===== src/rtl/qpi_psram_ctrl.sv =====
// qpi_psram_ctrl: single-word QPI master for an LY68L6400-class PSRAM.
// Reads use fast read 0xEB, writes use quad write 0x38. SCLK runs at clk/2;
// every bus output is registered and changes only as SCLK falls.
// Optional feature macro: PSRAM_WSTRB_EN (byte strobes, one burst per strobe run).
module qpi_psram_ctrl #(
    parameter int DUMMY_CLKS = 6,
    parameter int DESEL_CLKS = 1
) (
    input  logic        clk,
    input  logic        rst,
    input  logic        req_valid,
    output logic        req_ready,
    input  logic        req_write,
    input  logic [22:0] req_addr,
    input  logic [31:0] req_wdata,
`ifdef PSRAM_WSTRB_EN
    input  logic [3:0]  req_wstrb,
`endif
    output logic        rsp_valid,
    output logic [31:0] rsp_rdata,
    output logic        psram_sclk,
    output logic        psram_ncs,
    output logic [3:0]  psram_dout,
    output logic        psram_dq_oe,
    input  logic [3:0]  psram_din
);

    localparam int CW = 8;

    typedef enum logic [3:0] {
        S_IDLE, S_START, S_CMD, S_ADDR, S_DUMMY, S_RDATA, S_WDATA, S_RESP, S_DESEL
    } state_t;

    state_t         state, state_d;
    logic [CW-1:0]  cnt;
    logic           wr_q;
    logic [20:0]    addr_q;
    logic [31:0]    wdata_q;
    logic [3:0]     pend;
    logic [2:0]     wlast;
    logic [59:0]    shreg;
    logic [31:0]    rsh;
    logic [3:0]     strb;
    logic [1:0]     first;
    logic [3:0]     run;
    logic           stop;
    logic [31:0]    wsh;
    logic [7:0]     cmd_byte;
    logic           ncs_d, sclk_d, oe_d, rspv_d;
    logic [3:0]     dout_d;
    logic           unused_bits;

    // Word alignment: the low address bits never reach the bus.
    assign unused_bits = &{1'b0, req_addr[1:0]};

`ifdef PSRAM_WSTRB_EN
    assign strb = req_wstrb;
`else
    assign strb = 4'hf;
`endif

    // Little-endian word to bus order: byte 0 in the top byte so it shifts out first.
    function automatic logic [31:0] bswap(input logic [31:0] x);
        return {x[7:0], x[15:8], x[23:16], x[31:24]};
    endfunction

    assign cmd_byte  = wr_q ? 8'h38 : 8'hEB;
    assign req_ready = (state == S_IDLE);

    // Lowest pending lane and the contiguous run of strobes starting there.
    always_comb begin
        first = 2'd0;
        for (int i = 3; i >= 0; i--)
            if (pend[i]) first = 2'(i);
        run  = 4'h0;
        stop = 1'b0;
        for (int i = 0; i < 4; i++) begin
            if (2'(i) >= first && !stop) begin
                if (pend[i]) run[i] = 1'b1;
                else         stop   = 1'b1;
            end
        end
        wsh = wdata_q >> {first, 3'b000};
    end

    // State register.
    always_ff @(posedge clk) begin
        if (rst) state <= S_DESEL;
        else     state <= state_d;
    end

    // Next-state logic; bus states advance only on the SCLK falling half.
    always_comb begin
        state_d = state;
        case (state)
            S_IDLE:  if (req_valid) state_d = S_START;
            S_START: state_d = (wr_q && pend == 4'h0) ? S_IDLE : S_CMD;
            S_CMD:   if (psram_sclk && cnt == CW'(1)) state_d = S_ADDR;
            S_ADDR:  if (psram_sclk && cnt == CW'(5))
                         state_d = wr_q ? S_WDATA : ((DUMMY_CLKS == 0) ? S_RDATA : S_DUMMY);
            S_DUMMY: if (psram_sclk && cnt == CW'(DUMMY_CLKS - 1)) state_d = S_RDATA;
            S_RDATA: if (psram_sclk && cnt == CW'(7)) state_d = S_RESP;
            S_WDATA: if (psram_sclk && cnt == {5'd0, wlast}) state_d = S_RESP;
            S_RESP:  state_d = S_DESEL;
            S_DESEL: if (!psram_sclk && cnt == CW'(DESEL_CLKS))
                         state_d = (pend != 4'h0) ? S_START : S_IDLE;
            default: state_d = S_DESEL;
        endcase
    end

    // Next values of the registered bus outputs and response strobe.
    always_comb begin
        ncs_d  = psram_ncs;
        sclk_d = psram_sclk;
        dout_d = psram_dout;
        oe_d   = psram_dq_oe;
        rspv_d = 1'b0;
        case (state)
            S_START: begin
                if (wr_q && pend == 4'h0) begin
                    rspv_d = 1'b1;
                end else begin
                    ncs_d  = 1'b0;
                    sclk_d = 1'b0;
                    dout_d = cmd_byte[7:4];
                    oe_d   = 1'b1;
                end
            end
            S_CMD, S_ADDR, S_WDATA, S_DUMMY, S_RDATA: begin
                if (!psram_sclk) begin
                    sclk_d = 1'b1;
                end else begin
                    sclk_d = 1'b0;
                    if (psram_dq_oe) dout_d = shreg[59:56];
                    if (state_d == S_DUMMY || state_d == S_RDATA) begin
                        oe_d   = 1'b0;
                        dout_d = 4'h0;
                    end
                    if (state_d == S_RESP) begin
                        ncs_d  = 1'b1;
                        oe_d   = 1'b0;
                        dout_d = 4'h0;
                        rspv_d = (pend == 4'h0);
                    end
                end
            end
            S_RESP:  sclk_d = 1'b1;
            S_DESEL: begin
                ncs_d = 1'b1;
                oe_d  = 1'b0;
                if (psram_sclk)                    sclk_d = 1'b0;
                else if (cnt != CW'(DESEL_CLKS))   sclk_d = 1'b1;
            end
            default: ;
        endcase
    end

    // Output registers.
    always_ff @(posedge clk) begin
        if (rst) begin
            psram_ncs   <= 1'b1;
            psram_sclk  <= 1'b0;
            psram_dout  <= 4'h0;
            psram_dq_oe <= 1'b0;
            rsp_valid   <= 1'b0;
        end else begin
            psram_ncs   <= ncs_d;
            psram_sclk  <= sclk_d;
            psram_dout  <= dout_d;
            psram_dq_oe <= oe_d;
            rsp_valid   <= rspv_d;
        end
    end

    // Request latch, nibble shifter, phase counter and read capture.
    always_ff @(posedge clk) begin
        if (rst) begin
            cnt       <= '0;
            wr_q      <= 1'b0;
            addr_q    <= '0;
            wdata_q   <= '0;
            pend      <= 4'h0;
            wlast     <= 3'd7;
            shreg     <= '0;
            rsh       <= '0;
            rsp_rdata <= '0;
        end else begin
            case (state)
                S_IDLE: if (req_valid) begin
                    wr_q    <= req_write;
                    addr_q  <= req_addr[22:2];
                    wdata_q <= req_wdata;
                    pend    <= req_write ? strb : 4'h0;
                end
                S_START: begin
                    cnt   <= '0;
                    shreg <= {cmd_byte[3:0], 1'b0, addr_q, wr_q ? first : 2'd0, bswap(wsh)};
                    wlast <= wr_q ? 3'($countones(run) * 2 - 1) : 3'd7;
                    pend  <= pend & ~run;
                end
                S_CMD, S_ADDR, S_WDATA, S_DUMMY, S_RDATA: begin
                    if (psram_sclk) begin
                        cnt <= (state_d != state) ? '0 : cnt + 1'b1;
                        if (psram_dq_oe) shreg <= {shreg[55:0], 4'h0};
                        if (state == S_RDATA && state_d == S_RESP) rsp_rdata <= bswap(rsh);
                    end else if (state == S_RDATA) begin
                        rsh <= {rsh[27:0], psram_din};
                    end
                end
                S_RESP:  cnt <= '0;
                S_DESEL: if (psram_sclk) cnt <= cnt + 1'b1;
                default: ;
            endcase
        end
    end

endmodule


===== config.mk =====
export PLATFORM = sky130hd
export DESIGN_NAME = qpi_psram_ctrl
export DESIGN_NICKNAME = d
export VERILOG_FILES = /design/src/rtl/qpi_psram_ctrl.sv
export SDC_FILE = /design/constraint.sdc
export NUM_CORES = 1
export LEC_CHECK = 0
export ABC_AREA = 1
export BUFFER_PORTS_ARGS = -buffer_cell sky130_fd_sc_hd__buf_2
export CAP_MARGIN = 20
export CORE_MARGIN = 2
export CORE_UTILIZATION = 52
export CTS_BUF_LIST = sky130_fd_sc_hd__clkbuf_8
export DETAILED_ROUTE_END_ITERATION = 10
export GPL_ROUTABILITY_DRIVEN = 1
export PLACE_DENSITY = 0.73
export REMOVE_ABC_BUFFERS = 1
export SYNTH_ARGS = -nofsm -noshare
export SYNTH_HDL_FRONTEND = slang
export SYNTH_SLANG_ARGS = --single-unit

===== constraint.sdc =====
create_clock -name clk -period 5 [get_ports clk]
set_clock_uncertainty 0.05 [all_clocks]
set_input_delay 0.25 -clock clk [delete_from_list [all_inputs] [get_ports clk]]
set_output_delay 0.25 -clock clk [all_outputs]
set_load 0.03 [all_outputs]

# After elaboration in Yosys (flattened, before gate mapping)
# Cells that the tools add are included.
totals:
  register_bits: 205
  in_bits: 63
classes:
  n_reduce_logical: 35
  eq_ne: 25
  n_mux: 65
  order_cmp: 4
  n_addsub: 5
  n_shift: 1
  n_bitwise: 3
op_table:
  columns: ["operator", "n"]
  rows:
  - ["60-bit 2-to-1 mux", 2]
  - ["60-bit case mux with 2 select lines", 1]
  - ["4-bit 2-to-1 mux", 14]
  - ["8-bit 2-to-1 mux", 4]
  - ["4-bit case mux with 8 select lines", 1]
  - ["32-bit by 5-bit right shift with 32-bit output", 1]
  - ["4-bit by 3-bit == test with 1-bit output (second input constant)", 7]
  - ["1-bit 2-to-1 mux", 28]
  - ["8-bit case mux with 3 select lines", 1]
  - ["8-bit by 3-bit == test with 1-bit output (second input constant)", 2]
  - ["4-bit case mux with 2 select lines", 2]
  - ["2-bit 2-to-1 mux", 7]
  - ["2-bit inequality test (second input constant)", 6]
  - ["3-bit AND reduction", 4]
  - ["4-bit AND reduction", 3]
  - ["1-bit logical AND", 10]
  - ["8-bit by 1-bit adder with 8-bit output (second input constant)", 1]
  - ["4-bit by 2-bit == test with 1-bit output (second input constant)", 2]
  - ["8-bit by 1-bit == test with 1-bit output (second input constant)", 1]
  - ["8-bit by 3-bit == test with 1-bit output", 1]
  - ["4-bit logical NOT", 2]
  - ["8-bit by 1-bit inequality test with 1-bit output (second input constant)", 1]
  - ["4-bit nonzero test", 2]
  - ["1-bit case mux with 3 select lines", 2]
  - ["23 further kinds", 33]

# Depth between registers and ports, before layout
# Gate-level depths: netlist of run 1.
depth:
  ltp_word: 19
  depth_mapped: 15

# Worst setup path before layout of run 1
# No wires, ideal clock.
synth_path:
  path_kind: "flip-flop to flip-flop"
  start: "register pend[2]"
  end: "register wlast[2]"
  t_arrival_ps: 2068
  synth_period_minus_slack_ps: 2254
  n_path_buf: 0
  path_stages_with_launch: 10
  required_time_ps: 4813
  slack_ps: 2746
  path_cell_list: "dfxtp_1 > nor2_1 > nor3_1 > a21oi_1 > nor2_1 > fa_1 > ha_1 > xor2_1 > o21ai_0 > o211ai_1"
synth_between:
  elab_chain_len: 18
  word_cells_on_any_way: 28
  cone_classes: "4 x add/sub; 4 x order compare; 14 x mux; 6 x reduce/logical"
synth_lines:
  columns: ["item", "line_no", "rtl"]
  rows:
  - ["from (decl)", "39", "logic [3:0] pend;"]
  - ["from (signal assigned)", "193", "pend <= req_write ? strb : 4'h0;"]
  - ["from (signal assigned)", "199", "pend <= pend & ~run;"]
  - ["2-bit 2-to-1 mux (3 in a row)", "74", "if (pend[i]) first = 2'(i);"]
  - ["1-bit by 2-bit greater-or-equal comparator with 1-bit output", "78", "if (2'(i) >= first && !stop) begin"]
  - ["1-bit 2-to-1 mux", "78", null]
  - ["1-bit logical NOT", "78", null]
  - ["1-bit logical AND", "78", null]
  - ["1-bit 2-to-1 mux", "78", null]
  - ["1-bit logical NOT", "78", null]
  - ["1-bit logical AND", "78", null]
  - ["1-bit 2-to-1 mux", "78", null]
  - ["1-bit logical NOT", "78", null]
  - ["1-bit logical AND", "78", null]
  - ["1-bit 2-to-1 mux", "78", null]
  - ["1-bit by 1-bit adder with 2-bit output (implied by the code)", "198", "wlast <= wr_q ? 3'($countones(run) * 2 - 1) : 3'd7;"]
  - ["2-bit adder (implied by the code) (*)", "198", null]
  - ["3-bit by 1-bit subtractor with 3-bit output (*)", "198", null]
  - ["3-bit 2-to-1 mux (*)", "198", null]
  - ["to (signal assigned)", "198", null]
  - ["to (decl)", "40", "logic [2:0] wlast;"]
# Every way passes the cells marked *; elsewhere a longest branch is shown, timed or not.
# A chain may end at the register's enable or synchronous reset.

# Worst setup path in the final report of run 1
layout_path:
  start: "register state[2]"
  end: "register shreg[22]"
layout_between:
  elab_chain_len: 4
  word_cells_on_any_way: 12
  cone_classes: "8 x eq/ne; 1 x mux; 3 x reduce/logical"
layout_lines:
  columns: ["item", "line_no", "rtl"]
  rows:
  - ["from (decl)", "34", "state_t state, state_d;"]
  - ["from (signal assigned)", "89", "else state <= state_d;"]
  - ["4-bit by 3-bit == test with 1-bit output / 4-bit by 2-bit == test with 1-bit output (equally long branches)", "188", "case (state)"]
  - ["5-bit OR reduction", "188", null]
  - ["2-bit inequality test (no line) / 2-bit nonzero test (equally long branches)", null, null]
  - ["3-bit AND reduction (no line)", null, null]
  - ["to (signal assigned)", "197", "shreg <= {cmd_byte[3:0], 1'b0, addr_q, wr_q ? first : 2'd0, bswap(wsh)};"]
  - ["to (signal assigned)", "204", "if (psram_dq_oe) shreg <= {shreg[55:0], 4'h0};"]
  - ["to (decl)", "41", "logic [59:0] shreg;"]
# Parallel ways exist; a longest one is shown, timed or not.

==> results_dict.tcl, run 1 <==
set metrics [dict create \
    rsz0062_at_grt "false" \
    gp_routability_congestion 0.8623 \
    worstSkewPairLatency_ns 0.51 \
    ys_seq_area_share_pct 47.57 \
    wl_met3_mm 1.196 \
    hold_violations 0 \
    die_h_um 132.5 \
    synth_top_area_share_pct 47.57 \
    multi_input_area_um2 3805 \
    leakage_nw 4.131 \
    syn_area_um2 8586 \
    via_per_inst 5.288 \
    h-tree-depth 2 \
    synth_warnings 0 \
    hold_path_class "in2reg" \
    ctsResizeCount 0 \
    critPathCaptureType "flip-flop" \
    final_util_pct 64.44 \
    avgSynthCellArea_um2 7.401 \
    path_clk_slew_ns 0.06 \
    route.vias.total 8059 \
    dieArea_um2 17550 \
    power_density_nw_per_um2 415.2 \
    cp.arrival_ns 3.70 \
    status "complete, no violations" \
    grt_usage_pct 23.06 \
    dr.max_layer_used "met4" \
    fp.dieW_um 132.5 \
    finalSetupViolations 0 \
    maxSlewHeadroom_pct 31.86 \
    setup_tns_ns 0 \
    yosys-top-cells-area "dfxtp_1 48%, a21oi_1 9.6%, nand2_1 9.3%" \
    areaGrowthSynthToFinish_pct 20.10 \
    grt_max_degree 101 \
    route.met2.wl_mm 9.264 \
    drive_gt1_share_pct 14.30 \
    fin_crit_ns 3.323 \
    regArea_um2 4084 \
    synth_area_leader_cell "dfxtp_1" \
    ant_nets 0 \
    max_stage_delay_ns 0.68 \
    io_buffers 101 \
    core_um2 16000 \
    crit_path_max_fanout 100 \
    critPathSlowestCell "inv_4" \
    clkSinkCount 204 \
    finalPower_w 0.004281 \
    rows 46 \
    startpoint_type "flip-flop" \
    clock.fmax_ghz 0.3009 \
    cts_buffers 35 \
    drc_errors 0 \
    tightest_slew_ns 1.021 \
    synth_seq_cells 204 \
    max_cap_violations 0 \
    drtIter0Drc 540 \
    finalCritPeriodShare_pct 66.47 \
    crit_chain "nand2_2, nor2_2, inv_2, nand2_4, inv_6, o21ai_1, nand2_1, buf_4, inv_4, o21ai_0, a21oi_1" \
    irDropWorstVdd_uv 233.5 \
    fin_area_um2 10310 \
    required_ns 5.38 \
    cts_tree "yes" \
    clockRootBuffer "clkbuf_8" \
    initial_core_util_pct 53.66 \
    wirelength_met1_mm 9.307 \
    grt_pass1_wl_mm 34.28 \
    dp_hpwl_mm 11.60 \
    slew_violations 0 \
    antenna_cells 0 \
    wl_per_cell_um 13.34 \
    grt.overflow.total 0 \
    yosys.cell_types.count 38 \
    clock_path_buffers 3 \
    final_nets 1353 \
    cts_setup_buffers 0 \
    io_pins 104 \
    holdWs_ns 0.04748 \
    placed_area_um2 9071 \
    antenna_found_initial 0 \
    path_class "reg2reg" \
    grt_pass1_vias 7312 \
    synthCells 1160 \
    drt_pass1_iterations 5 \
    num-fill-cells 1494 \
    finalWirelength_mm 20.34 \
]
## metal layers
metal | global-route usage [%] | vias up
met4 | 9.319 | 0
met3 | 4.061 | 47
li1 | - | 4128
met5 | 0 | -
met2 | 36.93 | 242
met1 | 30.97 | 3642
## synth_stat cells, drive strengths merged
library cell  number
dfxtp            204
buf               26
clkbuf            52
a221oi             8
a31oi             31
xnor2              2
a21boi             1
o311ai             1
nand2            218
a21oi            166
nor4               1
nand3b             1
nor2             112
o211ai             3
clkinv             2
o21ai            156
nor3              11
fa                 1
nand4              1
nand3             56
inv               88
xor2               6
ha                 4
a22oi              9
## stage by stage
stage	std cells	setup WS, ns
after floorplan	1082	1.461
after global placement	1407	1.792
after detailed placement	1407	1.743
after CTS	1524	1.688
after global routing	1524	1.335
final	1524	1.677
## final cells by class
cell class	count	share of cell area, %
inverters	90	3.361
clock inverters	16	0.6189
well taps	216	2.621
repair buffers	166	11.02
multi-input cells	788	36.90
clock buffers	44	5.873
flip-flops and latches	204	39.61
## cells by family after synthesis
group | share of synthesized area [%]
compound gates | 23.21
xor+xnor | 0.8161
fa+ha+maj | 0.8161
buf+inv | 8.146
flops | 47.57
simple gates | 19.44
## cell usage in the layout, fill, tap and decap left out, types with 2 or more instances in the layout
| cell | n |
|---|---|
| nand2_1 | 211 |
| dfxtp_1 | 204 |
| a21oi_1 | 165 |
| o21ai_0 | 108 |
| nor2_1 | 104 |
| buf_2 | 101 |
| inv_1 | 91 |
| dlygate4sd3_1 | 57 |
| nand3_1 | 52 |
| o21ai_1 | 48 |
| clkbuf_8 | 44 |
| a31oi_1 | 31 |
| nor3_1 | 10 |
| a22oi_1 | 9 |
| a221oi_1 | 8 |
| buf_4 | 8 |
| inv_2 | 7 |
| nand2_2 | 6 |
| xor2_1 | 6 |
| nor2_2 | 6 |
| nand3_2 | 4 |
| clkinv_2 | 4 |
| ha_1 | 4 |
| o211ai_1 | 3 |
| xnor2_1 | 2 |
| clkinv_1 | 2 |
| nor2_4 | 2 |
## state kept, by name (all words and copies together) (netlist names), 2 cells and up
signal,count
rsp_rdata,32
wdata_q,32
shreg,60
pend,4
wlast,2
addr_q,21
state,4
cnt,8
rsh,32
psram_dout,4
## where the power goes
part	switching [W]	internal [W]
Sequential	0.0000894	0.00177
Combinational	0.000662	0.000326
Clock	0.000644	0.000787
Total	0.00140	0.00289
## timing repair
| item | CTS | global route |
|---|---|---|
| hold endpoints to repair | 57 | 0 |
| hold buffers | 57 | 0 |
| setup endpoints to repair | 0 | 0 |
## worst paths after layout
kind              from           end  slack, ns  cells past startpoint
min          req_write       pend[2]       0.05                      3
max           state[2]     shreg[22]       1.68                     11
max reg2reg   state[2]     shreg[22]       1.68                     11
min reg2reg    rsh[29]  rsp_rdata[5]       0.41                      2
## worst max-delay path: cells and delay by family (launching register included)
family	cells	cell delay, ns
and+or+nand+nor	4	0.95
AOI/OAI and AO/OA	3	0.54
DFF	1	0.43
buffers and inverters	4	1.20
No activity file was read; power rests on OpenSTA's default activity.
==> run 2: changes to the inputs <==
==> constraint.sdc (replaced) <==
create_clock -name clk -period 3.3 [get_ports clk]
set_clock_uncertainty 0.05 [all_clocks]
set_input_delay 0.165 -clock clk [delete_from_list [all_inputs] [get_ports clk]]
set_output_delay 0.165 -clock clk [all_outputs]
set_load 0.03 [all_outputs]
==> results_dict.tcl, run 2 (synthesized netlist as in run 1, its figures left out) <==
set metrics [dict create \
    min_from "req_valid" \
    drive_gt1_share_pct 14.71 \
    finalSetupViolations 0 \
    drt_pass1_iterations 5 \
    startpoint_type "flip-flop" \
    via_per_inst 5.243 \
    grt_pass1_wl_mm 33.54 \
    max_cap_violations 0 \
    irDropWorstVdd_uv 413.4 \
    grt_pass1_vias 7078 \
    grt_usage_pct 22.66 \
    largest_reg_flops 60 \
    power_density_nw_per_um2 636.5 \
    worstReg2RegEnd "wlast[2]" \
    final_util_pct 65.18 \
    worstReg2RegStart "pend[2]" \
    grt.overflow.total 0 \
    gp_routability_congestion 0.8555 \
    slew_violations 0 \
    antenna_found_initial 0 \
    ff2ff_setup_slack_ns 0.80 \
    cp.arrival_ns 2.84 \
    rsz0062_at_grt "false" \
    io_buffers 101 \
    io_pins 104 \
    drtIter0Drc 532 \
    ctsResizeCount 0 \
    areaGrowthSynthToFinish_pct 21.47 \
    mostFrequentLayoutCell "nand2_1" \
    clkSinkCount 204 \
    maxSlewHeadroom_pct 43.66 \
    holdWs_ns 0.1307 \
    route.vias.total 8011 \
    reg2reg_depth 9 \
    final_nets 1361 \
    path_class "reg2reg" \
    cts_tree "yes" \
    critPathCaptureType "flip-flop" \
    initial_core_util_pct 53.66 \
    path_clk_slew_ns 0.06 \
    ant_nets 0 \
    h-tree-depth 2 \
    hold_path_class "in2reg" \
    grt_max_degree 84 \
    tightest_slew_ns 0.8451 \
    crit_path_max_fanout 5 \
    finalCritPeriodShare_pct 75.74 \
    fin_ws_ns 0.8006 \
    dp_hpwl_mm 11.83 \
    core_um2 16000 \
    clock_path_buffers 3 \
    dieArea_um2 17550 \
    setup_tns_ns 0 \
    fp.dieW_um 132.5 \
    dp.cells 1414 \
    die_h_um 132.5 \
    status "complete, no violations" \
    worstSkewPairLatency_ns 0.52 \
    leakage_nw 4.174 \
    num-fill-cells 1435 \
    fin_crit_ns 2.499 \
    clockRootBuffer "clkbuf_8" \
    finalWirelength_mm 20.32 \
    cts_buffers 35 \
    required_ns 3.64 \
    rows 46 \
    hold_violations 0 \
    drc_errors 0 \
    pre_cts_ws_ns 0.8125 \
    min_path_cells 5 \
    final_cell_mix "211 x nand2_1, 204 x dfxtp_1, 165 x a21oi_1" \
    holdPathEnd "state[0]" \
    antenna_cells 0 \
    clock.fmax_ghz 0.4001 \
    regMostFlops "shreg" \
    wl_per_cell_um 13.30 \
    fin_cells 1528 \
]
run 2: changes by cell type in the layout (fill, tap and decap cells not counted), sizes merged:
cell / change
buf: +7
bufinv: +3
clkbuf: -4
clkinv: -2
clkinvlp: +1
dlygate4sd3: +1
inv: -2
run 2: how the worst max path moves through the flow:
stage              from  endpoint  slack [ns]
2_1_floorplan  state[1]   pend[2]       -0.24
3_3_place_gp    pend[2]  wlast[2]        0.88
3_5_place_dp    pend[2]  wlast[2]        0.81
4_1_cts         pend[2]  wlast[2]        0.82
5_1_grt         pend[2]  wlast[2]        0.61
6_report        pend[2]  wlast[2]        0.80
run 2: what timing repair did:
action,CTS,global route
hold buffers,58,0
buffers inserted,0,0
endpoints found under the setup margin,0,0
hold endpoints to repair,62,0
run 2: per-layer routing:
metal	GRT usage, %	share of wire, %	vias up
met5	0	0	-
met4	6.571	1.5	0
met3	4.866	5.4	22
met2	36.82	47	213
met1	30.49	47	3629
li1	-	-	4147
run 2: area by class of cell:
class	instances	area [µm²]	area share, %
clock buffers	40	550.5	5.279
clock inverters	16	148.9	1.428
inverters	90	346.6	3.323
multi-input cells	788	3805	36.48
flip-flops and latches	204	4084	39.16
well taps	216	270.3	2.591
repair buffers	174	1224	11.73
run 2: through the flow:
step,cell area (µm²),total power [W]
after CTS,10430,0.006672
after global placement,9149,0.004274
after floorplan,8232,0.003892
final,10430,0.006638
after detailed placement,9149,0.004297
after global routing,10430,0.007010
run 2: where the power goes:
| part | internal, W | switching [W] | leakage [nW] |
|---|---|---|---|
| registers | 0.00269 | 0.000133 | 1.65 |
| clock network | 0.00133 | 0.000987 | 0.392 |
| logic | 0.000508 | 0.000990 | 2.13 |
run 2: worst max-delay path, cell delays in order (launching register included):
cell and delay [ns]:
dfxtp_1 0.38, nor2_1 0.08, nor3_1 0.44, a21oi_1 0.13
nor2_1 0.15, fa_1 0.43, ha_1 0.31, xor2_1 0.17
o21ai_0 0.14, o211ai_1 0.09
==> run 3: changes to the inputs <==
--- a/config.mk
+++ b/config.mk
@@ -5,7 +5,7 @@
 export SDC_FILE = /design/constraint.sdc
 export NUM_CORES = 1
 export LEC_CHECK = 0
-export ABC_AREA = 1
+export ABC_AREA = 0
 export BUFFER_PORTS_ARGS = -buffer_cell sky130_fd_sc_hd__buf_2
 export CAP_MARGIN = 20
 export CORE_MARGIN = 2
@@ -13,7 +13,7 @@
 export CTS_BUF_LIST = sky130_fd_sc_hd__clkbuf_8
 export DETAILED_ROUTE_END_ITERATION = 10
 export GPL_ROUTABILITY_DRIVEN = 1
-export PLACE_DENSITY = 0.73
+export PLACE_DENSITY = 0.72
 export REMOVE_ABC_BUFFERS = 1
 export SYNTH_ARGS = -nofsm -noshare
 export SYNTH_HDL_FRONTEND = slang
==> constraint.sdc (replaced) <==
create_clock -name clk -period 2.54 [get_ports clk]
set_clock_uncertainty 0.05 [all_clocks]
set_input_delay 0.127 -clock clk [delete_from_list [all_inputs] [get_ports clk]]
set_output_delay 0.127 -clock clk [all_outputs]
set_load 0.03 [all_outputs]
==> results_dict.tcl, run 3 <==
set metrics [dict create \
    antenna_found_initial 0 \
    synth_seq_cells 204 \
    crit_path_max_fanout 8 \
    yosys-top-cells-area "dfxtp_1 47%, nand2_1 14%, a21oi_1 8.8%" \
    worstSkewPairLatency_ns 0.52 \
    gp_routability_congestion 0.8935 \
    tightest_slew_ns 0.7070 \
    largest_reg_flops 60 \
    drtIter0Drc 501 \
    num-fill-cells 1412 \
    io_buffers 101 \
    startpoint_type "flip-flop" \
    hold_violations 0 \
    status "complete, no violations" \
    ys_seq_area_share_pct 46.56 \
    maxSlewHeadroom_pct 52.87 \
    required_ns 2.91 \
    syn_area_um2 8771 \
    finalPower_w 0.008061 \
    leakage_nw 3.936 \
    wl_per_cell_um 14.01 \
    path_clk_slew_ns 0.05 \
    final_cell_mix "328 x nand2_1, 204 x dfxtp_1, 154 x a21oi_1" \
    clockRootBuffer "clkbuf_8" \
    avgSynthCellArea_um2 8.076 \
    cts_buffers 35 \
    finalWirelength_mm 20.65 \
    clock.fmax_ghz 0.4108 \
    synth_area_leader_cell "dfxtp_1" \
    fin_ws_ns 0.1056 \
    fin_crit_ns 2.434 \
    finalSetupViolations 0 \
    hold_path_class "in2reg" \
    clock_path_buffers 3 \
    grt_pass1_wl_mm 34.65 \
    areaGrowthSynthToFinish_pct 23.14 \
    yosys.cell_types.count 69 \
    core_um2 16520 \
    cts_tree "yes" \
    via_per_inst 5.354 \
    max_cap_violations 0 \
    drt_pass1_iterations 5 \
    rsz0062_at_grt "false" \
    finalCritPeriodShare_pct 95.84 \
    die_h_um 133.9 \
    grt_usage_pct 22.98 \
    synth_top_area_share_pct 46.56 \
    final_nets 1299 \
    dp_hpwl_mm 12.07 \
    power_density_nw_per_um2 746.4 \
    rows 47 \
    ff2ff_setup_slack_ns 0.11 \
    regMostFlops "shreg" \
    placed_area_um2 9522 \
    io_pins 104 \
    synth_edf_count 0 \
    async_flop_share_pct 0 \
    ctsResizeCount 0 \
    critPathCaptureType "flip-flop" \
    route.vias.total 7892 \
    ant_nets 0 \
    synth.most_common_cell "nand2_1" \
    fin_area_um2 10800 \
    grt.overflow.total 0 \
    irDropWorstVdd_uv 597.5 \
    clkSinkCount 204 \
    drive_gt1_share_pct 17.94 \
    cp.arrival_ns 2.80 \
    drc_errors 0 \
    synth_warnings 0 \
    dp.cells 1356 \
    fp.dieW_um 133.9 \
    initial_core_util_pct 53.08 \
    grt_pass1_vias 7474 \
    h-tree-depth 2 \
    grt_max_degree 94 \
    dieArea_um2 17920 \
    pre_cts_ws_ns 0.1125 \
    regArea_um2 4084 \
    antenna_cells 0 \
    fin_cells 1474 \
    synthTopCellsByCount "329 x nand2_1, 204 x dfxtp_1, 154 x a21oi_1" \
    path_class "reg2reg" \
    multi_input_area_um2 4300 \
    ys.flop_type "dfxtp_1" \
    mostFrequentLayoutCell "nand2_1" \
    slew_violations 0 \
    synthCells 1086 \
]
==> run 3: cell families after synthesis <==
kind of cell	after synthesis	share of synthesized area, %
AO/OA/AOI/OAI	259	18.76
XOR/XNOR	12	1.198
adder cells (fa/ha/maj)	5	0.7989
buffers and inverters	95	4.679
flip-flops	204	46.56
multiplexers	25	4.137
AND/OR/NAND/NOR	486	23.87
==> run 3: power by group <==
group	switching (W)	total [W]	internal, W
clock network	0.00128	0.00290	0.00162
registers	0.000182	0.00359	0.00341
logic	0.000902	0.00157	0.000671
==> run 3: through the flow <==
| step | util, % | hold WS [ns] | TNS [ns] |
|---|---|---|---|
| final | 65.36 | 0.08308 | 0 |
| after global routing | 65.36 | 0.08803 | 0 |
| after CTS | 65.36 | 0.05240 | 0 |
| after detailed placement | 57.62 | 0.3229 | 0 |
| after global placement | 57.62 | 0.3171 | 0 |
| after floorplan | - | 0.1461 | -239.74 |
==> run 3: layout make-up <==
cell class              instances  share of cell area [%]
clock buffers                  46                   5.862
clock inverters                14                  0.6024
inverters                       8                  0.2780
multi-input cells             787                   39.82
flip-flops and latches        204                   37.81
well taps                     220                   2.549
repair buffers                195                   13.08
==> run 3: metal layers <==
| layer | vias to the layer above | track usage (%) | share of wire [%] |
|---|---|---|---|
| li1 | 4039 | - | - |
| met1 | 3637 | 29.59 | 46 |
| met2 | 177 | 38.97 | 48 |
| met3 | 39 | 4.044 | 4.2 |
| met4 | 0 | 7.979 | 2.3 |
| met5 | - | 0 | 0 |
==> run 3: final timing paths <==
kind,from,to,depth (start not counted)
max reg2reg,pend[1],cnt[1],8
min reg2reg,rsh[27],rsh[31],2
max,pend[1],cnt[1],8
min,rst,wdata_q[7],2
==> run 3: worst max-delay path, cell delays in order (launching register included) <==
cell	delay, ns
dfxtp_1	0.30
inv_1	0.11
ha_1	0.19
or3b_1	0.40
and4_4	0.21
a211oi_2	0.27
o211ai_1	0.14
a311o_2	0.48
a211oi_2	0.20
==> run 3: timing repair <==
action / CTS / global route
endpoints found under the setup margin: 0 / 1
hold endpoints to repair: 62 / 0
buffers inserted: 0 / 0
hold buffers: 58 / 0
